--- src/rtl/uart_tx.sv ---
// UART transmitter: start bit, n_bits data LSB first, optional even parity, n_stop stop bits.
// Define UART_TX_PARITY_EN to add the even-parity bit after the data bits.
module uart_tx #(
  parameter int unsigned clock_rate = 100000000,
  parameter int unsigned baud_rate  = 250000,
  parameter int unsigned n_bits     = 8,
  parameter int unsigned n_stop     = 1
) (
  input  logic              i_clk,
  input  logic              i_rst,
  input  logic [n_bits-1:0] i_tx_data,
  input  logic              i_tx_valid,
  output logic              o_tx_ready,
  output logic              o_tx,
  output logic              o_tx_busy,
  output logic              o_packet_done
);

  localparam int unsigned RateRatio = clock_rate / baud_rate;
  localparam int unsigned BaudW     = (RateRatio < 2) ? 1 : $clog2(RateRatio);
  localparam int unsigned BitW      = $clog2(n_bits) + 1;

  localparam logic [BaudW-1:0] BaudLast    = BaudW'(RateRatio - 1);
  localparam logic [BaudW-1:0] BaudPreLast = BaudW'(RateRatio - 2);
  localparam logic [BitW-1:0]  BitLast     = BitW'(n_bits - 1);
  localparam logic             StopLast    = 1'(n_stop - 1);

  if (RateRatio < 2) begin : g_bad_rate
    $error("uart_tx: clock_rate / baud_rate must be at least 2");
  end
  if (n_bits < 5 || n_bits > 16) begin : g_bad_bits
    $error("uart_tx: n_bits must be in 5..16");
  end
  if (n_stop != 1 && n_stop != 2) begin : g_bad_stop
    $error("uart_tx: n_stop must be 1 or 2");
  end

`ifdef UART_TX_PARITY_EN
  typedef enum logic [2:0] {StIdle, StStart, StData, StParity, StStop} state_e;
`else
  typedef enum logic [2:0] {StIdle, StStart, StData, StStop} state_e;
`endif

  state_e              r_state, w_state_next;
  logic [BaudW-1:0]    r_baud, w_baud_next;
  logic [BitW-1:0]     r_bit, w_bit_next;
  logic                r_stop, w_stop_next;
  logic [n_bits-1:0]   r_shift, w_shift_next;
  logic                r_tx, w_tx_next;
  logic                r_ready;
  logic                r_busy;
  logic                r_done, w_done_next;
  logic                w_tick;
`ifdef UART_TX_PARITY_EN
  logic                r_parity, w_parity_next;
`endif

  assign w_tick = (r_baud == BaudLast);

  always_comb begin
    w_state_next = r_state;
    w_baud_next  = w_tick ? '0 : r_baud + 1'b1;
    w_bit_next   = r_bit;
    w_stop_next  = r_stop;
    w_shift_next = r_shift;
`ifdef UART_TX_PARITY_EN
    w_parity_next = r_parity;
`endif
    unique case (r_state)
      StIdle: begin
        w_baud_next = '0;
        if (i_tx_valid && r_ready) begin
          w_shift_next = i_tx_data;
`ifdef UART_TX_PARITY_EN
          w_parity_next = ^i_tx_data;
`endif
          w_state_next = StStart;
        end
      end
      StStart: begin
        if (w_tick) begin
          w_bit_next   = '0;
          w_state_next = StData;
        end
      end
      StData: begin
        if (w_tick) begin
          w_shift_next = {1'b0, r_shift[n_bits-1:1]};
          if (r_bit == BitLast) begin
            w_stop_next = 1'b0;
`ifdef UART_TX_PARITY_EN
            w_state_next = StParity;
`else
            w_state_next = StStop;
`endif
          end else begin
            w_bit_next = r_bit + 1'b1;
          end
        end
      end
`ifdef UART_TX_PARITY_EN
      StParity: begin
        if (w_tick) begin
          w_stop_next  = 1'b0;
          w_state_next = StStop;
        end
      end
`endif
      StStop: begin
        if (w_tick) begin
          if (r_stop == StopLast) begin
            w_state_next = StIdle;
          end else begin
            w_stop_next = r_stop + 1'b1;
          end
        end
      end
      default: w_state_next = StIdle;
    endcase

    // Line level follows the next state so tx changes on the same edge as the state.
    w_tx_next = 1'b1;
    case (w_state_next)
      StStart:  w_tx_next = 1'b0;
      StData:   w_tx_next = w_shift_next[0];
`ifdef UART_TX_PARITY_EN
      StParity: w_tx_next = w_parity_next;
`endif
      default:  w_tx_next = 1'b1;
    endcase

    // Raised one clock early so the registered pulse covers the final stop clock.
    w_done_next = (r_state == StStop) && (r_stop == StopLast) && (r_baud == BaudPreLast);
  end

  always_ff @(posedge i_clk or posedge i_rst) begin
    if (i_rst) begin
      r_state  <= StIdle;
      r_baud   <= '0;
      r_bit    <= '0;
      r_stop   <= 1'b0;
      r_shift  <= '0;
      r_tx     <= 1'b1;
      r_ready  <= 1'b0;
      r_busy   <= 1'b0;
      r_done   <= 1'b0;
`ifdef UART_TX_PARITY_EN
      r_parity <= 1'b0;
`endif
    end else begin
      r_state  <= w_state_next;
      r_baud   <= w_baud_next;
      r_bit    <= w_bit_next;
      r_stop   <= w_stop_next;
      r_shift  <= w_shift_next;
      r_tx     <= w_tx_next;
      r_ready  <= (w_state_next == StIdle);
      r_busy   <= (w_state_next != StIdle);
      r_done   <= w_done_next;
`ifdef UART_TX_PARITY_EN
      r_parity <= w_parity_next;
`endif
    end
  end

  assign o_tx          = r_tx;
  assign o_tx_ready    = r_ready;
  assign o_tx_busy     = r_busy;
  assign o_packet_done = r_done;

endmodule

--- config.mk ---
export PLATFORM = sky130hd
export DESIGN_NAME = uart_tx
export DESIGN_NICKNAME = d
export VERILOG_FILES = /design/src/rtl/uart_tx.sv
export SDC_FILE = /design/constraint.sdc
export NUM_CORES = 1
export LEC_CHECK = 0
export CAP_MARGIN = 20
export CORE_MARGIN = 2
export CORE_UTILIZATION = 50
export DETAILED_ROUTE_END_ITERATION = 6
export PLACE_DENSITY = 0.74
export SLEW_MARGIN = 20
export SYNTH_ARGS = -nofsm -noshare
export SYNTH_HDL_FRONTEND = slang
export SYNTH_SLANG_ARGS = --single-unit
--- constraint.sdc ---
create_clock -name i_clk -period 3.75 [get_ports i_clk]
set_clock_uncertainty 0.2 [all_clocks]
set_input_delay 0.5625 -clock i_clk [delete_from_list [all_inputs] [get_ports i_clk]]
set_output_delay 0.5625 -clock i_clk [all_outputs]
set_load 0.02 [all_outputs]
==> results.json <==
{
  "outcome": "complete, no violations",
  "cts_num_sinks": 28,
  "synth-async-reset-ratio_pct": 100,
  "vias_per_cell": 5.43,
  "dpl_cell_area_sq_um": 1490,
  "path_class": "register to register",
  "portBuffers": 14,
  "r2r_end": "o_tx",
  "clock_latency_ns": 0.32,
  "syn_inst": 128,
  "core_area_sq_um": 2480,
  "cts_hold_buf": 0,
  "arrival_ns": 2.43,
  "drt-initial-drc-count": 20,
  "synth_fa_ha_area_share_pct": 2.85,
  "cts_resized": 0,
  "drcViolationCount": 0,
  "synth_area_leader_cell": "dfrtp_1",
  "rr_worst_depth": 6,
  "seqPwrFrac_pct": 62.7,
  "drtAntennaViolNets": 0,
  "fin_crit_sh_pct": 62.8,
  "post_cts_buffers": 0,
  "instances_no_fill": 174,
  "synth_warnings": 0,
  "postLayoutCellArea_sq_um": 1520,
  "cts-root-buf": "clkbuf_4",
  "synthTopCellsByArea": "dfrtp_1, nand2_1, a22oi_1",
  "layout.area.seq_sq_um": 702,
  "p_clk_share_pct": 21.1,
  "path_clk_slew_ns": 0.15,
  "slew_viol_final": 0,
  "syn_to_final_growth_pct": 15.2,
  "num_vias": 944,
  "grt_util_all_layers_pct": 16.1,
  "netlist_area_sq_um": 1320,
  "grt_pass1_wl_um": 3970,
  "antenna_cells": 0,
  "comb_power_share_pct": 16.2,
  "initial_core_util_pct": 53.1,
  "antenna_found_initial": 0,
  "drv_cap": 0,
  "yosys-top-cells-count": "dfrtp_1, nand2_1, nor2_1",
  "holdPathStages": 2,
  "finalWorstSetupSlack_ns": 1.39,
  "p_sw_share_pct": 28.8,
  "die_w_um": 55.3,
  "reg2reg_slack_ns": 1.39,
  "place_worst_setup_slack_ns": 1.34,
  "r2r_start": "r_baud[0]",
  "critPathCaptureType": "register",
  "dieArea_sq_um": 3060,
  "synth-xor-area-share_pct": 4.66,
  "syn_nets": 142,
  "utilization_pct": 61.2,
  "row_count": 18,
  "nets": 159,
  "yosys.area_share.simple_pct": 26.1,
  "internal_power_uw": 435,
  "hold_start": "r_shift[3]",
  "setup_viol": 0,
  "max_clock_freq_mhz": 425,
  "place_congestion": 0.835,
  "syn_avg_cell_area_sq_um": 10.3,
  "synth_mux_area_share_pct": 1.62,
  "ir_drop_mv": 0.343,
  "dp.cells": 170,
  "place_hpwl_um": 1680,
  "grt_overflow_total": 0,
  "cp-start-kind": "register",
  "ys_types": 34,
  "io-pin-count": 15,
  "drive_gt1_share_pct": 6.94,
  "die_h_um": 55.3,
  "multi_input_area_sq_um": 584,
  "ys.flop_type": "dfrtp_1",
  "power_switching_uw": 176,
  "yosysSeqAreaShare_pct": 53.3,
  "crit_required_ns": 3.82,
  "synth_edf_count": 0,
  "hold_viol": 0,
  "yosys_register_bits": 28,
  "synth_top_family_by_area": "simple AND/OR/NAND/NOR gates",
  "fin_crit_ns": 2.36,
  "fillCellCount": 207,
  "whs_endpoint": "r_shift[3]",
  "worstPathMaxFanout": 6,
  "wl_per_cell_um": 13.8,
  "synth.most_common_cell": "dfrtp_1",
  "synth_top_area_share_pct": 51.3,
  "tns_ns": 0,
  "p_leak_nw": 0.670,
  "synth-compound-area-share_pct": 8.84,
  "power_density_nw_per_um2": 403,
  "dr.pass1.iters": 4,
  "rsz0062_at_grt": "false",
  "cts-buffers-inserted": 3,
  "wl_um": 2390,
  "grt_pass1_vias": 935,
  "cts_max_level": 1,
  "cts_tree": "built",
  "worstMarginPinSlew_ns": 0.565,
  "clock_path_buffers": 2,
  "grt_max_degree": 29,
  "relSlewSlack_pct": 62.3,
  "hp-class": "register to register"
}
## final cells by class
type	count	area share, %
clock buffers	4	1.73
inverters	5	1.24
multi-input cells	92	38.5
flip-flops and latches	28	46.3
well taps	30	2.48
repair buffers	15	9.74
## worst max-delay path, stage by stage, from the launching register on
cell     delay (ns)
dfrtp_1        0.47
ha_1           0.23
nand3_1        0.19
or3_1          0.45
nor3_1         0.19
a311o_1        0.22
mux2_2         0.36
## power groups by stage
stage               registers, mW  clock network (mW)  logic, mW
global route                0.387               0.139      0.112
global placement            0.384                   0     0.0982
finish                      0.383               0.129     0.0991
floorplan                   0.384                   0     0.0613
detailed placement          0.386                   0     0.0998
CTS                         0.382               0.132      0.100
## kinds of logic (layout without fill, tap and decap cells)
logic type                 after synthesis  in the layout
and+or+nand+nor                         63             63
buffers and inverters                    8             24
adders and majority gates                3              3
DFF                                     28             28
xor gates and xnor gates                 7              7
muxes                                    2              2
other                                    1              1
AOI/OAI and AO/OA                       16             16
## sequential cells by signal (all words and copies together), names as in the netlist
| register | count |
|---|---|
| r_bit | 4 |
| o_packet_done | 1 |
| r_shift | 8 |
| o_tx | 1 |
| r_state | 3 |
| o_tx_busy | 1 |
| r_baud | 9 |
| o_tx_ready | 1 |
## layout by cell type (no fill, tap or decap), types with 2 or more instances in the layout
master	n
xor2_1	5
nor2_1	12
a22oi_1	7
nand2b_1	4
ha_1	3
and3_1	3
nor3_1	4
nor4_1	2
a21oi_1	2
nand2_1	19
dfrtp_1	27
xnor2_1	2
o21ai_0	3
or3_1	2
nand3_1	8
clkbuf_4	3
clkdlybuf4s50_1	14
inv_1	4
## routing by layer
metal / global-route usage (%) / wire [um]
met1: 20.6 / 1180
met2: 27.4 / 1150
met3: 2.11 / 56
met4: 6.97 / 15
met5: 0 / 0
## worst max path at each step
| stage | startpoint | endpoint | slack [ns] | cells after the start |
|---|---|---|---|---|
| 2_1_floorplan | r_baud[0] | o_tx | 1.64 | 6 |
| 3_3_place_gp | i_tx_valid | o_tx | 1.39 | 5 |
| 3_5_place_dp | i_tx_valid | o_tx | 1.34 | 5 |
| 4_1_cts | r_baud[0] | o_tx | 1.41 | 6 |
| 5_1_grt | r_baud[0] | o_tx | 1.30 | 6 |
| 6_report | r_baud[0] | o_tx | 1.39 | 6 |
## per-stage QoR
stage | power (mW) | hold WS [ns]
after detailed placement | 0.486 | 0.264
after floorplan | 0.446 | 0.240
after global placement | 0.483 | 0.263
after global routing | 0.639 | 0.309
after CTS | 0.614 | 0.297
final | 0.610 | 0.297
Power figures use the tool's default switching activity.
